`config.mk`:
```
export PLATFORM = sky130hd
export DESIGN_NAME = csm_initiator
export DESIGN_NICKNAME = d
export VERILOG_FILES = /design/src/rtl/csm_initiator.sv
export SDC_FILE = /design/constraint.sdc
export NUM_CORES = 1
export LEC_CHECK = 0
export CORE_AREA = 4 4 58 60
export CTS_CLUSTER_DIAMETER = 30
export DETAILED_ROUTE_END_ITERATION = 7
export DIE_AREA = 0 0 62 64
export PLACE_DENSITY = 0.87
export SLEW_MARGIN = 5
export SYNTH_ARGS = -nofsm -noshare
export SYNTH_HDL_FRONTEND = slang
export SYNTH_SLANG_ARGS = --single-unit
```
`constraint.sdc`:
```
create_clock -name clk -period 1.5 [get_ports clk]
set_input_delay 0.3 -clock clk [delete_from_list [all_inputs] [get_ports clk]]
set_output_delay 0.3 -clock clk [all_outputs]
set_load 0.005 [all_outputs]
```
`src/rtl/csm_initiator.sv`:
```
`default_nettype none
// csm_initiator: single-command bus master (hold/address/data/release) for one shared-memory controller port.
// Define CSM_INIT_BACKOFF_EN to retry contention errors with exponential backoff; otherwise errors are reported at once.
module csm_initiator #(
    parameter int DATABITS     = 8,
    parameter int MEMSIZE      = 8,
    parameter int MAX_RETRY    = 3,
    parameter int BACKOFF_BASE = 2,
    parameter int PORT_ID      = 0,
    localparam int MEMBITS     = $clog2(MEMSIZE)
) (
    input  logic                clk,
    input  logic                reset_n,
    input  logic                cmd_valid,
    output logic                cmd_ready,
    input  logic                cmd_write,
    input  logic [MEMBITS-1:0]  cmd_addr,
    input  logic [DATABITS-1:0] cmd_wdata,
    output logic                rsp_valid,
    output logic [DATABITS-1:0] rsp_rdata,
    output logic [1:0]          rsp_err,
    output logic [DATABITS-1:0] bus_ad,
    output logic                bus_rw,
    output logic                bus_enable,
    output logic                bus_hold,
    output logic                bus_release,
    input  logic [DATABITS-1:0] bus_rdata,
    input  logic [1:0]          bus_err,
    input  logic                bus_ack
);

`ifdef CSM_INIT_BACKOFF_EN
    typedef enum logic [2:0] {IDLE, HOLD, ADDR, DATA, RELEASE, BACKOFF} state_t;
    localparam state_t FAIL_STATE = BACKOFF;
`else
    typedef enum logic [2:0] {IDLE, HOLD, ADDR, DATA, RELEASE, ERR_RSP} state_t;
    localparam state_t FAIL_STATE = ERR_RSP;
`endif

    state_t                state;
    state_t                state_nxt;
    logic                  write_q;
    logic [MEMBITS-1:0]    addr_q;
    logic [DATABITS-1:0]   wdata_q;
    logic [1:0]            err_q;
    logic                  attempt_fail;
    logic                  give_up;

    // Marker scope that shows up in the hierarchy when a retry parameter is out of range.
    if (MAX_RETRY < 0 || MAX_RETRY > 15 || BACKOFF_BASE < 1 || PORT_ID < 0 || PORT_ID > 1) begin : g_param_range_violation
    end

    assign attempt_fail = (state == HOLD && !(bus_ack && bus_err == 2'd0)) ||
                          (state == ADDR && bus_err != 2'd0);

`ifdef CSM_INIT_BACKOFF_EN
    logic [3:0]  retry_cnt;
    logic [7:0]  boff_cnt;
    logic [31:0] boff_shift;
    logic [7:0]  boff_load;
    logic        retry_last;

    assign retry_last = (retry_cnt == 4'(MAX_RETRY));
    assign give_up    = (state == BACKOFF) && retry_last;
    assign boff_shift = 32'(BACKOFF_BASE) << retry_cnt;
    // Counter holds (length - 1) so BACKOFF occupies exactly the backoff length in cycles.
    assign boff_load  = 8'(((boff_shift > 32'd255) ? 32'd255 : boff_shift) + 32'(PORT_ID) - 32'd1);

    always_ff @(posedge clk or negedge reset_n) begin
        if (!reset_n) begin
            retry_cnt <= '0;
            boff_cnt  <= '0;
        end else begin
            if (state == IDLE && cmd_valid) begin
                retry_cnt <= '0;
            end else if (state == BACKOFF && !retry_last && boff_cnt == 8'd0) begin
                retry_cnt <= retry_cnt + 4'd1;
            end
            if (attempt_fail) begin
                boff_cnt <= boff_load;
            end else if (state == BACKOFF && boff_cnt != 8'd0) begin
                boff_cnt <= boff_cnt - 8'd1;
            end
        end
    end
`else
    assign give_up = (state == ERR_RSP);
`endif

    always_comb begin
        state_nxt   = state;
        cmd_ready   = 1'b0;
        bus_ad      = '0;
        bus_rw      = 1'b0;
        bus_enable  = 1'b0;
        bus_hold    = 1'b0;
        bus_release = 1'b0;
        rsp_valid   = give_up;
        rsp_err     = give_up ? err_q : 2'd0;
        case (state)
            IDLE: begin
                cmd_ready = 1'b1;
                if (cmd_valid) state_nxt = HOLD;
            end
            HOLD: begin
                bus_hold  = 1'b1;
                state_nxt = attempt_fail ? FAIL_STATE : ADDR;
            end
            ADDR: begin
                bus_hold   = 1'b1;
                bus_enable = 1'b1;
                bus_rw     = write_q;
                bus_ad     = DATABITS'(addr_q);
                state_nxt  = attempt_fail ? FAIL_STATE : DATA;
            end
            DATA: begin
                bus_hold  = 1'b1;
                if (write_q) bus_ad = wdata_q;
                state_nxt = RELEASE;
            end
            RELEASE: begin
                bus_release = 1'b1;
                rsp_valid   = 1'b1;
                state_nxt   = IDLE;
            end
`ifdef CSM_INIT_BACKOFF_EN
            BACKOFF: begin
                if (retry_last)          state_nxt = IDLE;
                else if (boff_cnt == 8'd0) state_nxt = HOLD;
            end
`else
            ERR_RSP: state_nxt = IDLE;
`endif
            default: state_nxt = IDLE;
        endcase
    end

    always_ff @(posedge clk or negedge reset_n) begin
        if (!reset_n) begin
            state     <= IDLE;
            write_q   <= 1'b0;
            addr_q    <= '0;
            wdata_q   <= '0;
            err_q     <= 2'd0;
            rsp_rdata <= '0;
        end else begin
            state <= state_nxt;
            if (state == IDLE && cmd_valid) begin
                write_q <= cmd_write;
                addr_q  <= cmd_addr;
                wdata_q <= cmd_wdata;
            end
            if (attempt_fail) err_q <= bus_err;
            if (state == DATA && !write_q) rsp_rdata <= bus_rdata;
        end
    end

endmodule
`default_nettype wire

```
==> load_flow_metrics.sql, run 1 <==
INSERT INTO impl_metrics (metric_group, metric, value, unit) VALUES
('global_route', 'globalRoute.totalOverflow', '0', ''),
('route', 'num_vias', '985', ''),
('timing', 'timing.clock.skew', '1.93', 'ps'),
('clocking', 'cts_hold_repair.buffers', '0', ''),
('logic_synthesis', 'postSynthRegisterBits', '25', ''),
('setup_path', 'crit_path_top_delay_cell', 'sky130_fd_sc_hd__dfrtp_2', ''),
('timing', 'post_route_clock_period_utilization', '1.20', ''),
('timing', 'fin_ws', '-305', 'ps'),
('logic_synthesis', 'synth_area_leader', 'sky130_fd_sc_hd__dfrtp_1', ''),
('route', 'ant_nets', '0', ''),
('route', 'drc', '0', ''),
('global_route', 'met2_usage_in_global_routing', '0.284', ''),
('setup_path', 'critical_path.cell_chain', 'buf_6 -> nor2_4 -> buf_4 -> and3_1 -> clkdlybuf4s15_2', ''),
('power_and_ir_drop', 'leakage', '0.949', 'nW'),
('global_route', 'antenna_found_initial', '0', ''),
('setup_path', 'r2r_cells', '7', ''),
('logic_synthesis', 'synthesis.yosys.warnings', '0', ''),
('setup_path', 'path_buf_inv', '3', ''),
('floorplanning', 'number_of_rows_created_at_floorplan', '20', ''),
('layout', 'multi_input_area', '603', 'um^2'),
('timing', 'setup_repair_after_global_routing_missed_its_margin', 'yes', ''),
('place', 'place.detailed.hpwl', '2.18', 'mm'),
('route', 'detail_route.wl_per_cell', '16.1', 'um'),
('logic_synthesis', 'synth-seq-area-share', '0.543', ''),
('global_route', 'grt_pass1_vias', '1127', ''),
('timing', 'number_of_hold_slack_violations_in_the_final_timing_report', '0', ''),
('layout', 'finish.utilization', '0.684', ''),
('global_route', 'grt_busiest_layer', 'met2', ''),
('setup_path', 'critPathMaxStageDelay', '470', 'ps'),
('timing', 'timing.final.setup_violations', '32', ''),
('setup_path', 'arrival_time_at_the_worst_endpoint', '1500', 'ps'),
('power_and_ir_drop', 'ir_drop', '1.17', 'mV'),
('timing', 'tightestPinTransition', '314', 'ps'),
('outcome', 'failed_checks', 'negative setup slack', ''),
('timing', 'post-route-min-period', '1800', 'ps'),
('logic_synthesis', 'synth_area', '1150', 'um^2'),
('setup_path', 'setup.worst_path.start_class', 'flip-flop', ''),
('setup_path', 'worst-path-max-fanout', '4', ''),
('floorplanning', 'design.die.area', '3970', 'um^2'),
('layout', 'diodes', '0', ''),
('layout', 'layout.cell_area.non_filler', '2000', 'um^2'),
('outcome', 'status', 'finished, violations left', ''),
('layout', 'num-nets-final', '187', ''),
('clocking', 'worstSkewPairLatency', '310', 'ps'),
('global_route', 'met1_usage', '0.220', ''),
('layout', 'fillerInstances', '201', ''),
('clocking', 'clock_sinks', '25', ''),
('min_path', 'hp-class', 'in -> async', ''),
('setup_path', 'worstSetupEndpointType', 'output port', ''),
('timing', 'headroom_to_the_max_slew_limit', '0.791', ''),
('clocking', 'clkSlewWorstSetupHoldPaths', '130', 'ps'),
('clocking', 'numCtsBuffers', '3', ''),
('clocking', 'cts.path.max_buffers', '2', ''),
('layout', 'synthToLayoutAreaGrowth', '73.9', '%'),
('route', 'viasPerCell', '5.10', ''),
('setup_path', 'worst_path_required_time', '1200', 'ps'),
('power_and_ir_drop', 'power_per_cell_area', '1840', 'nW/um^2'),
('floorplanning', 'initial_core_utilization', '0.393', ''),
('clocking', 'root_buffer', 'sky130_fd_sc_hd__clkbuf_4', ''),
('layout', 'seq_area', '627', 'um^2'),
('job', 'max_cap_viol_count', '0', ''),
('logic_synthesis', 'synth.top_cell.area_share', '0.543', ''),
('logic_synthesis', 'synthDistinctLibCells', '22', ''),
('floorplanning', 'pin_count', '50', ''),
('place', 'io_buffers', '49', ''),
('setup_path', 'r2r_end', 'addr_q[0]', ''),
('floorplanning', 'fp.dieW', '62', 'um'),
('setup_path', 'critical_path.reg2reg.startpoint', 'state[0]', ''),
('logic_synthesis', 'synthTopCellsByArea', 'sky130_fd_sc_hd__dfrtp_1 54%, sky130_fd_sc_hd__mux2_2 22%, sky130_fd_sc_hd__and2_1 3.3%, sky130_fd_sc_hd__nor3_4 2.8%, sky130_fd_sc_hd__a22o_1 2.3%', ''),
('floorplanning', 'floorplan.core_area', '2930', 'um^2'),
('setup_path', 'worst_path_dominant_cell_family', 'flip-flops', '');
## final cells by class
type                    instances  share of cell area
clock buffers                   4              0.0131
multi-input cells              54               0.301
flip-flops and latches         25               0.313
well taps                      33              0.0206
repair buffers                 77               0.352
## sequential cells by signal, summed over array words and instances (netlist names)
signal,cells
state,3
write_q,1
wdata_q,8
addr_q,3
err_q,2
rsp_rdata,8
## layer usage
metal | up-vias | share of wire
li1 | 445 | -
met1 | 498 | 0.40
met2 | 38 | 0.51
met3 | 4 | 0.073
met4 | 0 | 0.018
met5 | - | 0
## placed cells by master, fill, tap and decap left out, drive strengths merged
cell type	synthesis	layout
a21boi	1	1
a22o	3	3
a32oi	1	1
nor3b	2	2
nor2b	2	2
nand2	1	1
dfrtp	25	25
or3b	1	1
nor3	3	3
or2b	1	1
a211oi	1	1
buf	4	43
clkdlybuf4s15	0	1
dlygate4sd2	0	8
nor2	3	3
and3	4	4
or2	1	1
clkbuf	0	4
clkdlybuf4s50	0	25
and2	7	8
mux2	22	22
## cell families (layout without fill, tap and decap cells)
group | after synthesis | after routing | synth area share
compound gates | 6 | 6 | 0.0500
buf+inv | 4 | 81 | 0.0326
mux | 22 | 22 | 0.215
simple gates | 25 | 26 | 0.159
flops | 25 | 25 | 0.543
## worst reg2reg max path, cell delays in order (launching register included)
cell,delay [ps]
sky130_fd_sc_hd__dfrtp_1,450
sky130_fd_sc_hd__buf_4,150
sky130_fd_sc_hd__buf_6,110
sky130_fd_sc_hd__buf_6,120
sky130_fd_sc_hd__nor3_4,180
sky130_fd_sc_hd__buf_4,140
sky130_fd_sc_hd__and2_4,210
sky130_fd_sc_hd__mux2_4,310
## cell usage after synthesis
| cell type | instances |
|---|---|
| sky130_fd_sc_hd__a211oi_1 | 1 |
| sky130_fd_sc_hd__a21boi_0 | 1 |
| sky130_fd_sc_hd__a22o_1 | 3 |
| sky130_fd_sc_hd__a32oi_2 | 1 |
| sky130_fd_sc_hd__and2_1 | 6 |
| sky130_fd_sc_hd__and2_4 | 1 |
| sky130_fd_sc_hd__and3_1 | 3 |
| sky130_fd_sc_hd__and3_2 | 1 |
| sky130_fd_sc_hd__buf_4 | 2 |
| sky130_fd_sc_hd__buf_6 | 2 |
| sky130_fd_sc_hd__dfrtp_1 | 25 |
| sky130_fd_sc_hd__mux2_2 | 22 |
| sky130_fd_sc_hd__nand2_2 | 1 |
| sky130_fd_sc_hd__nor2_1 | 3 |
| sky130_fd_sc_hd__nor2b_1 | 2 |
| sky130_fd_sc_hd__nor3_1 | 1 |
| sky130_fd_sc_hd__nor3_4 | 2 |
| sky130_fd_sc_hd__nor3b_1 | 1 |
| sky130_fd_sc_hd__nor3b_2 | 1 |
| sky130_fd_sc_hd__or2_2 | 1 |
| sky130_fd_sc_hd__or2b_1 | 1 |
| sky130_fd_sc_hd__or3b_1 | 1 |
## through the flow
step	std cells	power (mW)	setup slack, ps	hold WS, ps	TNS, ps
finish	193	3.68	-305	335	-7130
global route	193	3.93	-379	331	-9540
CTS	190	3.46	-290	336	-6390
detailed placement	175	2.91	-373	496	-4980
global placement	175	2.81	-308	481	-3900
floorplan	82	2.03	73.3	4.41	0
## where the power goes
part / switching, mW / internal, mW
combinational: 0.747 / 1.40
clock: 0.193 / 0.104
sequential: 0.220 / 1.02
total: 1.16 / 2.52
## how the worst max path moves through the flow
| stage | depth (start not counted) | from | slack [ps] | to |
|---|---|---|---|---|
| after floorplan | 5 | state[2] | 70 | addr_q[0] |
| after global placement | 4 | bus_err[1] | -310 | err_q[0] |
| after detailed placement | 4 | bus_err[1] | -370 | err_q[0] |
| after CTS | 5 | state[0] | -290 | cmd_ready |
| after global routing | 5 | state[2] | -380 | bus_rw |
| final | 5 | state[2] | -300 | bus_rw |
## repair_timing
item	4_1_cts	5_1_grt
cloned	1	0
setup endpoints to repair	41	40
hold endpoints to repair	0	0
resized for setup	95	21
pin swaps	12	10
buffers inserted	10	4
No activity file was read; power rests on OpenSTA's default activity.
==> run 2: changes to the inputs <==
==> config.mk (replaced) <==
export PLATFORM = sky130hd
export DESIGN_NAME = csm_initiator
export DESIGN_NICKNAME = d
export VERILOG_FILES = /design/src/rtl/csm_initiator.sv
export SDC_FILE = /design/constraint.sdc
export NUM_CORES = 1
export LEC_CHECK = 0
export ABC_AREA = 1
export CORE_AREA = 4 4 61 63
export CTS_CLUSTER_DIAMETER = 30
export DETAILED_ROUTE_END_ITERATION = 7
export DIE_AREA = 0 0 65 67
export PLACE_DENSITY = 0.85
export SLEW_MARGIN = 5
export SYNTH_ARGS = -nofsm -noshare
export SYNTH_HDL_FRONTEND = slang
export SYNTH_SLANG_ARGS = --single-unit
export TNS_END_PERCENT = 100
==> load_flow_metrics.sql, run 2 <==
INSERT INTO impl_metrics (metric_group, metric, value, unit) VALUES
('outcome', 'status', 'finished, violations left', ''),
('outcome', 'failed_checks', 'negative setup slack', ''),
('timing', 'fin_ws', '-186', 'ps'),
('place', 'place.detailed.hpwl', '2.21', 'mm'),
('logic_synthesis', 'async_flop_share', '1.00', ''),
('logic_synthesis', 'postSynthRegisterBits', '25', ''),
('power_and_ir_drop', 'share_seq_of_total_power', '0.330', ''),
('clocking', 'clock_sinks', '25', ''),
('timing', 'post-route-min-period', '1690', 'ps'),
('logic_synthesis', 'net_count_of_the_mapped_netlist', '176', ''),
('logic_synthesis', 'synthesis.yosys.warnings', '0', ''),
('layout', 'synthToLayoutAreaGrowth', '64.7', '%'),
('logic_synthesis', 'synth_enable_flop_cells', '0', ''),
('timing', 'max_freq', '593', 'MHz'),
('floorplanning', 'die-height', '67', 'um'),
('logic_synthesis', 'dominantRegCellSynth', 'sky130_fd_sc_hd__dfrtp_1', ''),
('layout', 'fillerInstances', '273', ''),
('timing', 'headroom_to_the_max_slew_limit', '0.785', ''),
('logic_synthesis', 'synthTopCellsByArea', 'sky130_fd_sc_hd__dfrtp_1 48%, sky130_fd_sc_hd__nand2_1 14%, sky130_fd_sc_hd__o21ai_2 10%, sky130_fd_sc_hd__inv_1 4.3%, sky130_fd_sc_hd__nor2_1 4.0%', ''),
('route', 'ant_nets', '0', ''),
('setup_path', 'setup.worst_path.start_class', 'flip-flop', ''),
('route', 'detail_route.wl_per_cell', '11.9', 'um'),
('layout', 'layout_commonest_cell', 'sky130_fd_sc_hd__nand2_1', ''),
('timing', 'timing.clock.skew', '7.42', 'ps'),
('clocking', 'cts.path.max_buffers', '2', ''),
('route', 'drc', '0', ''),
('global_route', 'grt_util_all_layers', '0.154', ''),
('floorplanning', 'floorplan.core_area', '3230', 'um^2'),
('power_and_ir_drop', 'power_frac_comb', '0.590', ''),
('power_and_ir_drop', 'cell_internal_power', '2.22', 'mW'),
('layout', 'seq_area', '629', 'um^2'),
('power_and_ir_drop', 'leakage', '1.06', 'nW'),
('logic_synthesis', 'synth.avg_cell_area', '8.70', 'um^2'),
('power_and_ir_drop', 'power.total', '3.71', 'mW'),
('clocking', 'clkSlewWorstSetupHoldPaths', '140', 'ps'),
('layout', 'diodes', '0', ''),
('logic_synthesis', 'post_synth_inst_count', '150', ''),
('route', 'first_iteration_detailed_routing_drc_count', '69', ''),
('layout', 'most-common-layout-cells', '45 x sky130_fd_sc_hd__nand2_1, 25 x sky130_fd_sc_hd__clkdlybuf4s50_1, 22 x sky130_fd_sc_hd__dfrtp_1, 20 x sky130_fd_sc_hd__buf_4, 16 x sky130_fd_sc_hd__o21ai_2', ''),
('timing', 'report.final.slew_viol_count', '0', ''),
('setup_path', 'worst_path_required_time', '1200', 'ps'),
('route', 'viasPerCell', '4.55', ''),
('timing', 'tightestPinTransition', '323', 'ps'),
('floorplanning', 'design.die.area', '4360', 'um^2'),
('global_route', 'globalRoute.totalOverflow', '0', ''),
('power_and_ir_drop', 'switchingPower', '1.49', 'mW'),
('global_route', 'wire_length_of_the_first_global_routing_pass', '5.19', 'mm'),
('route', 'routed_wirelength', '3.26', 'mm'),
('setup_path', 'arrival_time_at_the_worst_endpoint', '1390', 'ps'),
('logic_synthesis', 'synth_area_leader', 'sky130_fd_sc_hd__dfrtp_1', ''),
('logic_synthesis', 'synth-seq-area-share', '0.479', ''),
('place', 'place.gp.congestion', '0.797', ''),
('route', 'first_pass_iters', '4', ''),
('timing', 'setup_repair_after_global_routing_missed_its_margin', 'yes', ''),
('clocking', 'worstSkewPairLatency', '310', 'ps'),
('power_and_ir_drop', 'p_clk_frac', '0.081', ''),
('clocking', 'numCtsBuffers', '3', ''),
('timing', 'number_of_hold_slack_violations_in_the_final_timing_report', '0', ''),
('clocking', 'cts_hold_repair.buffers', '0', ''),
('layout', 'final_layout_size_suffix_gt1_frac', '0.423', ''),
('place', 'dpl.cell_count', '254', ''),
('floorplanning', 'pin_count', '50', ''),
('logic_synthesis', 'synthDistinctLibCells', '21', ''),
('timing', 'timing.final.setup_violations', '16', ''),
('place', 'io_buffers', '49', ''),
('layout', 'stdcell_count', '273', ''),
('floorplanning', 'initial_core_utilization', '0.404', ''),
('logic_synthesis', 'synth.cells.most_frequent', '48 x sky130_fd_sc_hd__nand2_1, 25 x sky130_fd_sc_hd__dfrtp_1, 15 x sky130_fd_sc_hd__inv_1, 15 x sky130_fd_sc_hd__o21ai_2, 14 x sky130_fd_sc_hd__nor2_1', ''),
('global_route', 'grt_pass1_vias', '1157', ''),
('min_path', 'hp-class', 'in -> async', ''),
('global_route', 'grt_start_max_net_pins', '26', ''),
('setup_path', 'worstSetupEndpointType', 'output port', ''),
('power_and_ir_drop', 'power_per_cell_area', '1730', 'nW/um^2'),
('power_and_ir_drop', 'ir_drop', '0.695', 'mV'),
('job', 'max_cap_viol_count', '0', ''),
('logic_synthesis', 'synth.top_cell.area_share', '0.479', ''),
('logic_synthesis', 'count_leader_synth', 'sky130_fd_sc_hd__nand2_1', ''),
('layout', 'num-nets-final', '254', ''),
('floorplanning', 'fp.dieW', '65', 'um'),
('power_and_ir_drop', 'switching_share', '0.402', ''),
('timing', 'post_route_clock_period_utilization', '1.12', ''),
('clocking', 'cts_tree', 'built', ''),
('logic_synthesis', 'synth_area', '1310', 'um^2'),
('floorplanning', 'number_of_rows_created_at_floorplan', '21', ''),
('clocking', 'root_buffer', 'sky130_fd_sc_hd__clkbuf_4', ''),
('route', 'num_vias', '1243', ''),
('layout', 'largestRegisters', 'rsp_rdata: 8 flops, wdata_q: 8 flops', ''),
('global_route', 'antenna_found_initial', '0', ''),
('setup_path', 'worst-path-max-fanout', '6', ''),
('clocking', 'clock_tree.htree_level_count', '1', ''),
('setup_path', 'path_class', 'reg -> out', ''),
('layout', 'multi_input_area', '661', 'um^2');
## run 2: cell types whose count changed after synthesis, moves of 6 or more
cell                      delta
sky130_fd_sc_hd__nand2_1    +48
sky130_fd_sc_hd__mux2_2     -22
sky130_fd_sc_hd__inv_1      +15
sky130_fd_sc_hd__o21ai_2    +15
sky130_fd_sc_hd__nor2_1     +11
sky130_fd_sc_hd__nand3_1     +7
sky130_fd_sc_hd__and2_1      -6
## run 2: metal layers
layer	GRT usage	wire length [um]	up-vias
met3	0.0287	176	2
met1	0.189	1330	582
met2	0.275	1740	36
met4	0.0396	16	0
li1	-	-	623
met5	0	0	-
## run 2: worst paths after layout
kind	start	endpoint	slack [ps]	depth (start not counted)
setup / recovery	state[2]	bus_ad[4]	-190	6
hold / removal	reset_n	err_q[1]	340	2
setup reg to reg	state[2]	rsp_rdata[7]	40	8
hold reg to reg	rsp_rdata[3]	rsp_rdata[3]	500	2
max in group asynchronous	reset_n	state[2]	900	2
min in group clk	rsp_rdata[3]	rsp_rdata[3]	500	2
## run 2: metrics by stage
stage | setup WS, ps | util | TNS [ps] | instance area (um^2) | hold WS (ps)
finish | -186 | 0.665 | -2310 | 2150 | 335
global route | -279 | 0.665 | -3750 | 2150 | 371
CTS | -190 | 0.634 | -2310 | 2050 | 346
detailed placement | -291 | 0.594 | -2940 | 1920 | 469
global placement | -234 | 0.594 | -2610 | 1920 | 462
floorplan | 222 | - | 0 | 1310 | 4.41
## run 2: cell families (layout without fill, tap and decap cells)
logic type             Yosys count  in the layout  share of synthesized area
DFF                             25             25                      0.479
and+or+nand+nor                 78             78                      0.289
buffers and inverters           24            101                     0.0978
AOI/OAI and AO/OA               23             23                      0.134
## run 2: layout make-up
type | count | share of cell area
multi-input cells | 101 | 0.307
clock buffers | 4 | 0.0122
well taps | 46 | 0.0268
flip-flops and latches | 25 | 0.293
repair buffers | 79 | 0.326
inverters | 18 | 0.0349
## run 2: power groups by stage
stage                     Sequential [mW]  Combinational, mW  Clock (mW)
after CTS                            1.22               2.02       0.310
final                                1.22               2.19       0.300
after global routing                 1.26               2.40       0.336
after floorplan                      1.19              0.990           0
after global placement               1.22               1.74           0
after detailed placement             1.24               1.78           0
## run 2: critical path, stage by stage (launching register included)
cell                      delay, ps
sky130_fd_sc_hd__dfrtp_2        460
sky130_fd_sc_hd__buf_6          130
sky130_fd_sc_hd__inv_4           50
sky130_fd_sc_hd__nand3_4         80
sky130_fd_sc_hd__buf_8          160
sky130_fd_sc_hd__nor2_4          70
sky130_fd_sc_hd__buf_2          110
## run 2: timing repair
action                                  4_1_cts  5_1_grt
pin swaps                                     7        5
endpoints found under the setup margin       20       29
gates resized for setup                      90       27
buffers inserted                             13        2
endpoints found under the hold margin         0        0
==> RTL edit 1, RTL diff (settings of run 1) <==
The 6 states of `state_t` get a one-hot encoding in 6 bits.
--- a/src/rtl/csm_initiator.sv
+++ b/src/rtl/csm_initiator.sv
@@ -34,5 +34,5 @@
     localparam state_t FAIL_STATE = BACKOFF;
 `else
-    typedef enum logic [2:0] {IDLE, HOLD, ADDR, DATA, RELEASE, ERR_RSP} state_t;
+    typedef enum logic [5:0] {IDLE = 6'b000001, HOLD = 6'b000010, ADDR = 6'b000100, DATA = 6'b001000, RELEASE = 6'b010000, ERR_RSP = 6'b100000} state_t;
     localparam state_t FAIL_STATE = ERR_RSP;
 `endif
Function: same outputs for any inputs over 10 cycles, from zero or initial values and one cycle with reset_n low; not proved beyond that.
==> RTL edit 1 against run 1 <==
- the flow still finishes with violations (setup timing)
- routed wire length rose by 52%
- clock power rose by 38%
- global-route usage rose by 5.7 points
- hold slack got worse by 43 ps
- count of clock-buffer cells in the layout did not move
- clock skew rose by 3.4 ps
- cell area rose by 22%
- sequential cell count rose by 3
- total power fell by 13%
- synthesized area rose by 21%
- critical path depth did not move
- worst setup slack got worse by 460 ps
- critical endpoint is now bus_ad[0]
==> RTL edit 1: results (changes against run 1) <==
| Metric | Value |
|---|---|
| Largest net degree at the start of global routing | `29 (was 26)` |
| Pleak | `1.19 nW (was 0.949 nW)` |
| Crit. Startpoint | `state[5]$_DFFE_PN0P_ (was state[2]$_DFFE_PN0P_)` |
| Type of the worst min-delay path | `in -> async (unchanged)` |
| Antenna Cells | `0 (unchanged)` |
| Fillcell total | `160 (was 201)` |
| Final setup violation count | `42 (was 32)` |
| Ys flop type | `dfrtp_1 (unchanged)` |
| Yosys cell types | `34 (was 22)` |
| Clock skew | `5.31 ps (was 1.93 ps)` |
| Layout cells sized above 1 | `0.542 (was 0.563)` |
| Setup TNS Final | `-20290 ps (was -7130 ps)` |
| Clk_lat worst skew | `360 ps (was 310 ps)` |
| Drt pass-1 iters | `4 (unchanged)` |
| Fin util | `0.832 (was 0.684)` |
| Worst VDD drop | `1.53 mV (was 1.17 mV)` |
| Int Pwr | `0.00214 W (was 0.00252 W)` |
| Seq/Total Area, Yosys | `0.503 (was 0.543)` |
| Failing checks | `setup timing (unchanged)` |
| Routed wire length | `4.72 mm (was 3.11 mm)` |
| Top Registers | `rsp_rdata x8, wdata_q x8, state x6 (was rsp_rdata x8, wdata_q x8)` |
| Place WS | `-729 ps (was -373 ps)` |
| Clock H-tree levels | `1 (unchanged)` |
| WP data arrival | `1970 ps (was 1500 ps)` |
| Number of global-route vias before repair | `1379 (was 1127)` |
| Final Wtd Congestion | `0.846 (was 0.718)` |
| DP Area | `2010 sq um (was 1760 sq um)` |
| Root Driver | `clkbuf_4 (unchanged)` |
| Clk buf depth | `2 (unchanged)` |
| Reg2reg start | `state[5]$_DFFE_PN0P_ (was state[0]$_DFFE_PN0P_)` |
| Area contributors post-synth | `dfrtp_1 48%, mux2_4 9.7%, mux2_1 7.3% (was dfrtp_1 54%, mux2_2 22%, and2_1 3.3%)` |
| Clock Pin Slew Worst Setup and Hold Paths | `170 ps (was 130 ps)` |
| CTS buffer count | `3 (unchanged)` |
| DP HPWL | `2.42 mm (was 2.18 mm)` |
| Initial antenna violation count | `0 (unchanged)` |
| IO Port Bufs | `49 (unchanged)` |
| Yosys warns | `0 (unchanged)` |
| Global-route wire length before repair | `6.78 mm (was 5.20 mm)` |
| Run status | `finished, violations left (unchanged)` |
| Commonest cells in the netlist | `27 x dfrtp_1, 9 x mux2_1, 9 x mux2_4, 8 x and2_1, 7 x o21ai_0 (was 25 x dfrtp_1, 22 x mux2_2, 6 x and2_1)` |
| Async SR Flop Fraction | `1.00 (unchanged)` |
| Via count | `1310 (was 985)` |
| Mapped Nets | `136 (was 108)` |
| Maximum fanout along the worst path | `3 (was 4)` |
| Nets | `228 (was 187)` |
| Gr usage total | `0.232 (was 0.175)` |
| DRT iter0 DRCs | `59 (was 9)` |
| Worst slew margin | `0.773 (was 0.791)` |
| Worst setup margin | `-765 ps (was -305 ps)` |
## RTL edit 1: cell types whose count changed after synthesis, moves of 3 or more
cell and delta:
nand3_1 +4, buf_2 +3, o21ai_0 +7, mux2_2 -20, mux2_4 +9, mux2_1 +9
## RTL edit 1: cell families (layout without fill, tap and decap cells)
family,count (synthesis),after routing,share of synthesized area
flip-flops,28,28,0.503
buffers and inverters,7,98,0.0332
XOR/XNOR,3,3,0.0188
AND/OR/NAND/NOR,38,38,0.195
AO/OA/AOI/OAI,14,14,0.0645
multiplexers,20,20,0.185
## RTL edit 1: stage by stage
stage               hold slack, ps  instances
global placement               468        199
floorplan                     4.41        110
finish                         292        234
global route                   292        234
detailed placement             474        199
CTS                            325        224
## RTL edit 1: what timing repair did
item / CTS / global route
hold buffers: 0 / 0
endpoints found under the hold margin: 0 / 0
gates cloned: 1 / 0
resized for setup: 104 / 30
pin swaps: 24 / 21
endpoints found under the setup margin: 50 / 42
setup buffers: 20 / 13
## RTL edit 1: layer usage
| metal | up-vias | GRT usage | wire length [um] |
|---|---|---|---|
| met5 | - | 0 | 0 |
| met1 | 648 | 0.291 | 1850 |
| li1 | 579 | - | - |
| met3 | 13 | 0.0323 | 319 |
| met2 | 70 | 0.390 | 2430 |
| met4 | 0 | 0.0902 | 118 |
## RTL edit 1: power groups by stage
stage,registers [W],logic [W],clock network (W)
after floorplan,0.00109,0.000688,0
after global placement,0.00112,0.000995,0
after detailed placement,0.00113,0.00103,0
after CTS,0.00112,0.00133,0.000390
after global routing,0.00116,0.00173,0.000433
final,0.00115,0.00165,0.000410
## RTL edit 1: worst paths after layout
| path | to | slack (ps) | cells after the start |
|---|---|---|---|
| min reg2reg | rsp_rdata[1]$_DFFE_PN0P_ | 530 | 1 |
| max | bus_ad[0] | -770 | 5 |
| max reg2reg | wdata_q[2]$_DFFE_PN0P_ | -660 | 8 |
| min in group clk | rsp_rdata[1]$_DFFE_PN0P_ | 530 | 1 |
| max in group asynchronous | state[0]$_DFFE_PN1P_ | 970 | 2 |
| min | rsp_rdata[5]$_DFFE_PN0P_ | 290 | 2 |
## RTL edit 1: critical path, cell delays in order, from the launching register on
cell and delay, ps:
dfrtp_1 430, or3_4 420, nor4b_4 310, buf_4 180, a22o_1 140, buf_2 110
## RTL edit 1: cell type report
class,instances,area [sq um],area share
multi-input cells,75,787,0.323
well taps,33,41.3,0.0170
repair buffers,93,863,0.355
inverters,1,3.75,0.00154
clock buffers,4,36.3,0.0149
flip-flops and latches,28,703,0.289
==> RTL edit 2, RTL diff (config.mk and constraints of run 1) <==
Made on the original files. The parameter `MEMSIZE` goes from 8 to 4.
--- a/src/rtl/csm_initiator.sv
+++ b/src/rtl/csm_initiator.sv
@@ -4,5 +4,5 @@
 module csm_initiator #(
     parameter int DATABITS     = 8,
-    parameter int MEMSIZE      = 8,
+    parameter int MEMSIZE      = 4,
     parameter int MAX_RETRY    = 3,
     parameter int BACKOFF_BASE = 2,
Interface: changed (resized cmd_addr); port bits go from 50 to 49. The function was not compared with the original's and may differ.
==> RTL edit 2 against run 1 <==
- the run still ends with setup timing left
- hold slack got worse by 7.5 ps
- synthesized area decreased by 3.2%
- total power increased by 4.4%
- final cell count increased by 4.1%
- routed wire length increased by 14%
- cell area increased by 3.9%
- non-clock buffer count increased by 7
- core utilization increased by 2.7 points
- worst setup slack got worse by 50 ps
- sequential cell count decreased by 1
- combinational power increased by 7%
- critical path type unchanged
- highest routed layer unchanged
==> RTL edit 2: results (changes against run 1) <==
| Metric | Value |
|---|---|
| Run status | `finished, violations left (unchanged)` |
| Failing checks | `setup timing (unchanged)` |
| Seq/Total Area, Yosys | `0.539 (was 0.543)` |
| Top Registers | `rsp_rdata x8, wdata_q x8, state x3 (was rsp_rdata x8, wdata_q x8)` |
| Post-Place Cells | `175 (unchanged)` |
| Number of global-route vias before repair | `1134 (was 1127)` |
| Reg2reg start | `state[2]$_DFFE_PN0P_ (was state[0]$_DFFE_PN0P_)` |
| Ys flop type | `dfrtp_1 (unchanged)` |
| Area contributors post-synth | `dfrtp_1 54%, mux2_2 21%, and2_1 4.5% (was dfrtp_1 54%, mux2_2 22%, and2_1 3.3%)` |
| Maximum fanout along the worst path | `7 (was 4)` |
| Synth Area per Inst | `13.4 sq um (was 14.0 sq um)` |
| Clock skew | `12.7 ps (was 1.93 ps)` |
| IO Port Bufs | `48 (was 49)` |
| RR Endpoint | `wdata_q[1]$_DFFE_PN0P_ (was addr_q[0]$_DFFE_PN0P_)` |
| Pleak | `1.05 nW (was 0.949 nW)` |
| Via count | `1010 (was 985)` |
| WP data arrival | `1550 ps (was 1500 ps)` |
| Routed wire length | `3.55 mm (was 3.11 mm)` |
| Final Wtd Congestion | `0.677 (was 0.718)` |
| Worst r2r path cells | `6 (was 7)` |
| Worst setup margin | `-354 ps (was -305 ps)` |
| CP max-delay cell | `dfrtp_1 (was dfrtp_2)` |
| DRT iter0 DRCs | `23 (was 9)` |
| Final setup violation count | `37 (was 32)` |
| Nets | `194 (was 187)` |
| Yosys warns | `0 (unchanged)` |
| Worst slew margin | `0.792 (was 0.791)` |
| Layout cells sized above 1 | `0.583 (was 0.563)` |
| Flop2flop setup slack | `-200 ps (was -270 ps)` |
| Drt pass-1 iters | `3 (was 4)` |
| Global-route wire length before repair | `5.24 mm (was 5.20 mm)` |
| Commonest cells in the netlist | `24 x dfrtp_1, 21 x mux2_2, 8 x and2_1, 3 x and3_1, 3 x nor2_1 (was 25 x dfrtp_1, 22 x mux2_2, 6 x and2_1)` |
| DP HPWL | `2.09 mm (was 2.18 mm)` |
| DR WL/cell | `17.7 um (was 16.1 um)` |
| Yosys cell types | `24 (was 22)` |
| Gr usage total | `0.175 (about the same)` |
| Worst VDD drop | `1.26 mV (was 1.17 mV)` |
RTL edit 2: metal layers:
metal | wire [um] | vias up | GRT usage | part of all wire
met1 | 1400 | 500 | 0.207 | 0.39
met5 | 0 | - | 0 | 0
li1 | - | 462 | - | -
met2 | 1800 | 40 | 0.297 | 0.51
met4 | 72 | 0 | 0.0610 | 0.020
met3 | 270 | 8 | 0.0465 | 0.076
RTL edit 2: timing repair:
item / in CTS / in global routing
pin swaps: 12 / 15
hold buffers: 0 / 0
setup buffers: 12 / 11
gates resized for setup: 92 / 34
hold endpoints to repair: 0 / 0
cloned: 1 / 0
endpoints found under the setup margin: 31 / 44
RTL edit 2: cell type report:
cell class / count / area (sq um)
fillers: 172 / 847
repair buffers: 84 / 767
multi-input cells: 56 / 634
flip-flops and latches: 24 / 602
well taps: 33 / 41.3
clock buffers: 4 / 36.3
RTL edit 2: how the worst max path moves through the flow:
stage                          from               endpoint  depth (start not counted)
3_5_place_dp             bus_err[1]   err_q[0]$_DFFE_PN0P_                          4
3_3_place_gp                bus_ack   err_q[1]$_DFFE_PN0P_                          4
6_report       state[0]$_DFFE_PN0P_              bus_ad[0]                          6
2_1_floorplan  state[2]$_DFFE_PN0P_  addr_q[0]$_DFFE_PN0P_                          5
5_1_grt        state[0]$_DFFE_PN0P_              bus_ad[1]                          6
4_1_cts        state[0]$_DFFE_PN0P_              bus_ad[1]                          6
RTL edit 2: cells by family (layout without fill, tap and decap cells):
group | count (synthesis) | count (layout) | synth area share
AND/OR/NAND/NOR | 28 | 29 | 0.172
AO/OA/AOI/OAI | 5 | 5 | 0.0415
buffers and inverters | 4 | 88 | 0.0280
flip-flops | 24 | 24 | 0.539
XOR/XNOR | 1 | 1 | 0.00786
multiplexers | 21 | 21 | 0.212
RTL edit 2: critical path, delay by kind of cell, from the launching register on:
kind	cells	cell delay [ps]
flops	1	460
simple gates	2	270
compound gates	1	120
buf+inv	3	400
RTL edit 2: report_power, final:
group / total, W / switching, W / internal [W]
registers: 0.00120 / 0.000230 / 0.000975
clock network: 0.000342 / 0.000193 / 0.000148
logic: 0.00229 / 0.000801 / 0.00149
total: 0.00384 / 0.00122 / 0.00262
RTL edit 2: metrics by stage:
step / total power [W] / TNS, ps / hold slack, ps / setup WS [ps]
global placement: 0.00270 / -6050 / 482 / -324
CTS: 0.00346 / -4570 / 341 / -309
finish: 0.00384 / -6820 / 328 / -354
global route: 0.00408 / -8650 / 346 / -411
detailed placement: 0.00278 / -6770 / 487 / -386
floorplan: 0.00191 / 0 / 4.41 / 26.8
